--- src/rtl/rr_output_arbiter.sv ---
// Round-robin / fixed-priority arbiter for a single NOC router output port.
// The grant is locked for a whole packet and is released by the tail flit.
module rr_output_arbiter #(
  parameter int                NUM_REQ = 4,
  parameter int                ADDR_W  = 3,
  parameter logic [ADDR_W-1:0] PORT_ID = 3'd3,
  parameter int                MODE    = 0,
  localparam int               IDX_W   = $clog2(NUM_REQ)
) (
  input  logic                        clk,
  input  logic                        reset,
  input  logic [NUM_REQ*ADDR_W-1:0]   nexthop_addr_i,
  input  logic [NUM_REQ-1:0]          req_valid_i,
  input  logic                        out_ready_i,
  input  logic                        release_i,
  output logic [NUM_REQ-1:0]          grant_o,
  output logic [IDX_W-1:0]            grant_idx_o,
  output logic                        grant_valid_o
);

  typedef enum logic {
    IDLE = 1'b0,
    BUSY = 1'b1
  } state_t;

  localparam logic [NUM_REQ-1:0] ONE_HOT0  = NUM_REQ'(1);
  localparam logic [IDX_W-1:0]   LAST_IDX  = IDX_W'(NUM_REQ - 1);

  state_t               state_q;
  state_t               state_d;
  logic [IDX_W-1:0]     ptr_q;
  logic [IDX_W-1:0]     ptr_d;
  logic [NUM_REQ-1:0]   req;
  logic [NUM_REQ-1:0]   grant_d;
  logic [IDX_W-1:0]     idx_d;
  logic                 valid_d;
  logic [IDX_W-1:0]     win_idx;
  logic                 win_found;

  always_comb begin
    for (int k = 0; k < NUM_REQ; k++) begin
      req[k] = req_valid_i[k] && (nexthop_addr_i[k*ADDR_W +: ADDR_W] == PORT_ID);
    end
  end

  // Circular scan starting at the pointer; the wrap is an explicit subtract so
  // non-power-of-two requester counts rotate correctly.
  always_comb begin
    int start;
    int cand;
    win_idx   = '0;
    win_found = 1'b0;
    start     = (MODE == 1) ? 0 : int'(ptr_q);
    cand      = 0;
    for (int i = 0; i < NUM_REQ; i++) begin
      cand = start + i;
      if (cand >= NUM_REQ) begin
        cand = cand - NUM_REQ;
      end
      if (!win_found && req[IDX_W'(cand)]) begin
        win_found = 1'b1;
        win_idx   = IDX_W'(cand);
      end
    end
  end

  always_comb begin
    state_d = state_q;
    ptr_d   = ptr_q;
    grant_d = grant_o;
    idx_d   = grant_idx_o;
    valid_d = grant_valid_o;
    case (state_q)
      IDLE: begin
        grant_d = '0;
        idx_d   = '0;
        valid_d = 1'b0;
        if (win_found && out_ready_i) begin
          grant_d = ONE_HOT0 << win_idx;
          idx_d   = win_idx;
          valid_d = 1'b1;
          state_d = BUSY;
        end
      end
      BUSY: begin
        // Packet lock: nothing but the tail flit can change the grant.
        if (release_i) begin
          if (MODE == 1) begin
            ptr_d = '0;
          end else begin
            ptr_d = (grant_idx_o == LAST_IDX) ? '0 : grant_idx_o + IDX_W'(1);
          end
          grant_d = '0;
          idx_d   = '0;
          valid_d = 1'b0;
          state_d = IDLE;
        end
      end
      default: begin
        state_d = IDLE;
        grant_d = '0;
        idx_d   = '0;
        valid_d = 1'b0;
      end
    endcase
  end

  always_ff @(posedge clk) begin
    if (!reset) begin
      state_q       <= IDLE;
      ptr_q         <= '0;
      grant_o       <= '0;
      grant_idx_o   <= '0;
      grant_valid_o <= 1'b0;
    end else begin
      state_q       <= state_d;
      ptr_q         <= ptr_d;
      grant_o       <= grant_d;
      grant_idx_o   <= idx_d;
      grant_valid_o <= valid_d;
    end
  end

  a_onehot : assert property (@(posedge clk) disable iff (!reset)
    $onehot0(grant_o));
  a_valid : assert property (@(posedge clk) disable iff (!reset)
    grant_valid_o == (|grant_o));
  a_index : assert property (@(posedge clk) disable iff (!reset)
    grant_o == (grant_valid_o ? (ONE_HOT0 << grant_idx_o) : '0));

endmodule

--- config.mk ---
export PLATFORM = sky130hd
export DESIGN_NAME = rr_output_arbiter
export DESIGN_NICKNAME = d
export VERILOG_FILES = /design/src/rtl/rr_output_arbiter.sv
export SDC_FILE = /design/constraint.sdc
export NUM_CORES = 1
export LEC_CHECK = 0
export CORE_MARGIN = 5
export CORE_UTILIZATION = 34
export DETAILED_ROUTE_END_ITERATION = 10
export HOLD_SLACK_MARGIN = 0.06
export PLACE_DENSITY = 0.72
export SLEW_MARGIN = 5
export SYNTH_ARGS = -nofsm -noshare
export SYNTH_HDL_FRONTEND = slang
export SYNTH_SLANG_ARGS = --single-unit
--- constraint.sdc ---
create_clock -name clk -period 1.4 [get_ports clk]
set_input_delay 0.21 -clock clk [delete_from_list [all_inputs] [get_ports clk]]
set_output_delay 0.21 -clock clk [all_outputs]
set_load 0.02 [all_outputs]
# Word level (Yosys, flattened, before mapping)

Cells that the tools add are included.

Input bits: 20
Register bits after elaboration: 10
Output and inout bits: 7

Eq/ne operators: 6
Add/subtract/negate cells: 8
Shifts and indexed selects: 1
Bitwise logic cells: 1
Magnitude comparators: 8
Multiplexer cells: 36
Reduce and logical (&&, ||, !) cells: 12

Operators by type and width:

| kind                                                        | count |
|---|---|
| two-way mux 2 bit                                           | 11 |
| less-than comparator 2 x 4 -> 1 bit (second input constant) | 4 |
| two-way mux 1 bit                                           | 15 |
| == test 3 x 2 -> 1 bit (second input constant)              | 4 |
| >= comparator 3 bit (second input constant)                 | 3 |
| binary-select mux 1 bit (select 2 bit)                      | 4 |
| logical AND 1 bit                                           | 8 |
| two-way mux 4 bit                                           | 2 |
| case mux 4 bit (2 select lines)                             | 1 |
| subtractor 2 x 1 -> 2 bit (second input constant)           | 4 |
| adder 2 x 2 -> 3 bit (second input constant)                | 2 |
| case mux 1 bit (2 select lines)                             | 2 |
| case mux 2 bit (2 select lines)                             | 1 |
| << shifter 1 x 2 -> 4 bit (first input constant)            | 1 |
| adder 2 x 1 -> 3 bit (second input constant)                | 1 |
| >= comparator 2 x 3 -> 1 bit (second input constant)        | 1 |
| zero test 1 bit                                             | 3 |
| adder 2 x 1 -> 2 bit (second input constant)                | 1 |
| == test 2 bit (second input constant)                       | 1 |
| != test 2 bit (second input constant)                       | 1 |
| AND reduction 2 bit                                         | 1 |
| NOT 1 bit                                                   | 1 |

# Depth between registers and ports, before layout

Depth after elaboration: 18
Gate-level depth with buffers: 5

# Worst setup path before layout

Ideal clock, no wire load.

Path kind: input -> register
Start: in nexthop_addr_i[5]
End: reg grant_o[3]
Slack: 71 ps
Buffers on the path: 0
Required time: 1303 ps
Arrival time: 1233 ps
Stages: 5
Cell sequence: nand4b_4 > a22o_1 > a211o_1 > nand2b_4 > o41ai_4

Word-level cells in the longest chain between the ends: 18
Elaborated cells on any way between the ends: 32
Classes of those cells: 1 x eq/ne; 1 x shift; 22 x mux; 8 x reduce/logical

Ends and longest elaborated chain:

| item                                                                  | line   | RTL |
|---|---|---|
| from (decl)                                                           | 12     | `input logic [NUM_REQ*ADDR_W-1:0] nexthop_addr_i,` |
| == test 3 x 2 -> 1 bit *                                              | 42     | `req[k] = req_valid_i[k] && (nexthop_addr_i[k*ADDR_W +: ADDR_W] == PORT_ID);` |
| logical AND 1 bit *                                                   | 42     |  |
| binary-select mux 1 bit (select 2 bit)                                | 60     | `if (!win_found && req[IDX_W'(cand)]) begin` |
| two-way mux 1 bit (implied by the code) (2 in series)                 | 60     |  |
| two-way mux 1 bit                                                     | 60     |  |
| zero test 1 bit                                                       | 60     |  |
| logical AND 1 bit                                                     | 60     |  |
| two-way mux 1 bit                                                     | 60     |  |
| zero test 1 bit                                                       | 60     |  |
| logical AND 1 bit                                                     | 60     |  |
| two-way mux 1 bit                                                     | 60     |  |
| zero test 1 bit                                                       | 60     |  |
| logical AND 1 bit                                                     | 60     |  |
| two-way mux 2 bit / two-way mux 1 bit (equally long branches)         | 60     |  |
| << shifter 1 x 2 -> 4 bit / logical AND 1 bit (equally long branches) | 79, 78 |  |
| two-way mux 4 bit *                                                   | 78     | `if (win_found && out_ready_i) begin` |
| case mux 4 bit (2 select lines) *                                     | 73     | `case (state_q)` |
| to (signal assigned)                                                  | 118    | `grant_o <= grant_d;` |
| to (decl)                                                             | 16     | `output logic [NUM_REQ-1:0] grant_o,` |

Mark *: on every way between the ends. The rest lies on a longest branch, timed or not. The select of a mux whose other input is x is not followed.
A chain may end at the register's enable or synchronous reset.

# Worst setup path in the final report

Start: reg ptr_q[0]
End: reg grant_idx_o[0]

Word-level cells in the longest chain between the ends: 18
Elaborated cells on any way between the ends: 44
Classes of those cells: 7 x add/sub; 4 x order compare; 26 x mux; 7 x reduce/logical

Ends and longest elaborated chain:

| item                                                          | line | RTL |
|---|---|---|
| from (decl)                                                   | 31   | `logic [IDX_W-1:0] ptr_q;` |
| from (signal assigned)                                        | 117  | `ptr_q <= ptr_d;` |
| branches (longest 16 deep; another with adder 2 x 1 -> 3 bit) | n/a  |  |
| two-way mux 2 bit *                                           | 78   |  |
| case mux 2 bit (2 select lines) *                             | 73   |  |
| to (signal assigned)                                          | 119  | `grant_idx_o <= idx_d;` |
| to (decl)                                                     | 17   | `output logic [IDX_W-1:0] grant_idx_o,` |

Mark *: on every way between the ends. The select of a mux whose other input is x is not followed.

==> results.json <==
{
  "hold_slack_ns": 0.456,
  "syn_inst": 60,
  "ys_warn_count": 0,
  "slew_viol_final": 0,
  "synth_seq_area_share_pct": 36.6,
  "fin_area_um2": 950,
  "grt_max_degree": 8,
  "holdCritPathClass": "reg -> reg",
  "tightest_slew_ns": 0.310,
  "row_count": 14,
  "dp.cells": 108,
  "worst_setup_path_end_kind": "flip-flop",
  "cts_tree": "done",
  "dieWidth_um": 50.1,
  "avgSynthCellArea_um2": 9.11,
  "final_hold_viol_count": 0,
  "core_um2": 1520,
  "max_freq_mhz": 747,
  "dr_wl_met3_um": 155,
  "critPathKind": "reg -> reg",
  "yosys_register_bits": 10,
  "htreeDepth": 1,
  "clock_tree.root_cell": "clkbuf_4",
  "crit_path_start_kind": "flip-flop",
  "clk_path_buf_depth": 2,
  "cts_buffers": 3,
  "slowest_delay_ns": 0.36,
  "insertedDiodeCount": 0,
  "period_needed_ns": 1.34,
  "gp_congestion": 0.732,
  "synth_compound_area_share_pct": 22.7,
  "vias": 613,
  "worstPathCellList": "a22o_1, a211o_1, nand2b_4, buf_6, a21oi_2",
  "clk-insertion-delay-late_ns": 0.26,
  "synthMuxAreaShare_pct": 0,
  "wl_met2_um": 744,
  "crit_fanout": 6,
  "synthAdderAreaFrac_pct": 2.29,
  "skew_ns": 0.00751,
  "p_seq_share_pct": 47.7,
  "initialDrtViolationCount": 17,
  "fin_cells": 116,
  "ant_nets": 0,
  "drv_cap": 0,
  "p_int_uw": 463,
  "grt_pass1_vias": 593,
  "io_pins": 27,
  "vdd_drop_max_mv": 0.483,
  "wl_met1_um": 647,
  "dp_hpwl_um": 1150,
  "power.leakage_uw": 0.000448,
  "final_util_pct": 62.3,
  "p_clk_share_pct": 30.9,
  "syn_area_um2": 547,
  "required_ns": 1.61,
  "cp.arrival_ns": 1.54,
  "p_sw_uw": 151,
  "synthesis.nets": 81,
  "switching_share_pct": 24.6,
  "routed.top_layer": "met4",
  "grt_pass1_wl_um": 2560,
  "syn2layout_area_growth_pct": 73.7,
  "ctsHoldBuffers": 0,
  "placed_cell_area_um2": 876,
  "drc": 0,
  "synth_cell_types": 29,
  "clk_pin_slew_ns": 0.06,
  "viasPerCell": 5.28,
  "grt_overflow_total": 0,
  "fp.dieH_um": 50.1,
  "io_buffer_count": 26,
  "routed_wl_um": 1560,
  "powerDensity_nw_per_um2": 646,
  "cpMaxStageDelayCell": "dfxtp_4",
  "final_cell_mix": "dlygate4sd2_1, buf_4, dfxtp_1",
  "cts.sinks": 10,
  "layout-drive-gt1-share_pct": 24.0,
  "synth_top_family_by_area": "simple AND/OR/NAND/NOR gates",
  "wl_per_cell_um": 13.4,
  "antenna_found_initial": 0,
  "max_slew_margin_pct": 79.3,
  "start_util_pct": 35.9,
  "combPwrFrac_pct": 21.4,
  "synth_xor_xnor_area_share_pct": 0,
  "outcome": "finished, final reports clean",
  "finalCritPeriodShare_pct": 95.6,
  "drt_pass1_iterations": 4,
  "track_usage_pct": 13.0,
  "dieArea_um2": 2510,
  "final_common_cell": "dlygate4sd2_1",
  "setup_viol": 0,
  "yosys.area_share.simple_pct": 37.1,
  "nets": 123
}
==> final cells by class <==
cell class / instances / area [µm²]
repair buffers: 38 / 333
fillers: 141 / 574
multi-input cells: 48 / 363
clock buffers: 3 / 22.5
flip-flops and latches: 10 / 208
well taps: 16 / 20.0
inverters: 1 / 3.75
==> power groups by stage <==
stage / Combinational [µW] / Sequential [µW] / Clock, µW
2_1_floorplan: 44.1 / 306 / 0
3_3_place_gp: 133 / 302 / 0
3_5_place_dp: 135 / 302 / 0
4_1_cts: 123 / 294 / 198
5_1_grt: 142 / 294 / 214
6_report: 131 / 293 / 190
==> routing by layer <==
layer	vias up	global-route usage, %
met4	0	2.62
met2	20	20.5
li1	307	-
met3	2	7.23
met1	284	15.4
met5	-	0
==> timing repair <==
item                                    CTS  global route
buffers inserted                          2             3
endpoints found under the setup margin   13             5
pin swaps                                 9             6
gates resized for setup                  31             9
==> logic make-up after synthesis <==
kind of cell | after synthesis
AO/OA/AOI/OAI | 16
adder cells (fa/ha/maj) | 1
flip-flops | 10
AND/OR/NAND/NOR | 31
buffers and inverters | 2
==> critical path, delay by kind of cell, from the launching register on <==
kind            cells  cell delay, ns
buf+inv             1            0.12
compound gates      3            0.63
simple gates        1            0.17
flops               1            0.36
==> per-stage QoR <==
step	total power (µW)	worst slack, ns	setup TNS (ns)
3_5_place_dp	438	-0.504	-2.92
5_1_grt	649	-0.0135	-0.0135
6_report	614	0.0614	0
2_1_floorplan	350	0.0706	0
3_3_place_gp	436	-0.477	-2.70
4_1_cts	616	0.000872	0
==> state kept, by name, indices dropped and copies added (netlist names) <==
register	cells
ptr_q	2
state_q	1
grant_o	4
grant_idx_o	2
grant_valid_o	1
==> path summary, 6_finish.rpt <==
check	from	endpoint	slack [ns]	cells past startpoint
setup reg to reg	ptr_q[0]$_SDFFE_PN0P_	grant_idx_o[0]$_SDFFE_PN0P_	0.06	5
setup / recovery	ptr_q[0]$_SDFFE_PN0P_	grant_idx_o[0]$_SDFFE_PN0P_	0.06	5
hold / removal	grant_o[2]$_SDFFE_PN0P_	grant_o[2]$_SDFFE_PN0P_	0.46	2
hold reg to reg	grant_o[2]$_SDFFE_PN0P_	grant_o[2]$_SDFFE_PN0P_	0.46	2
==> cells in the mapped netlist <==
master,number,area (µm²)
a211oi_1,1,7.51
nor3_1,2,10.0
nand4_1,1,6.26
o21a_1,1,7.51
ha_1,1,12.5
a211o_1,1,8.76
nand4b_4,1,23.8
and4b_1,2,20.0
nand2b_4,1,13.8
and2_1,1,6.26
a32oi_1,1,8.76
dfxtp_1,10,200
nand2_1,7,26.3
a21oi_1,5,25.0
nand4b_1,3,26.3
nand3b_1,2,15.0
a22o_1,1,8.76
and3b_1,1,8.76
nand2b_1,1,6.26
nand3_1,3,15.0
nor2_1,5,18.8
nor2b_1,1,6.26
clkbuf_1,1,3.75
o21ai_0,2,10.0
o22ai_1,1,6.26
inv_1,1,3.75
o2bb2ai_1,1,8.76
o41ai_4,1,27.5
o21ai_1,1,5.00
Note: power is estimated with default switching activity, not from simulation.
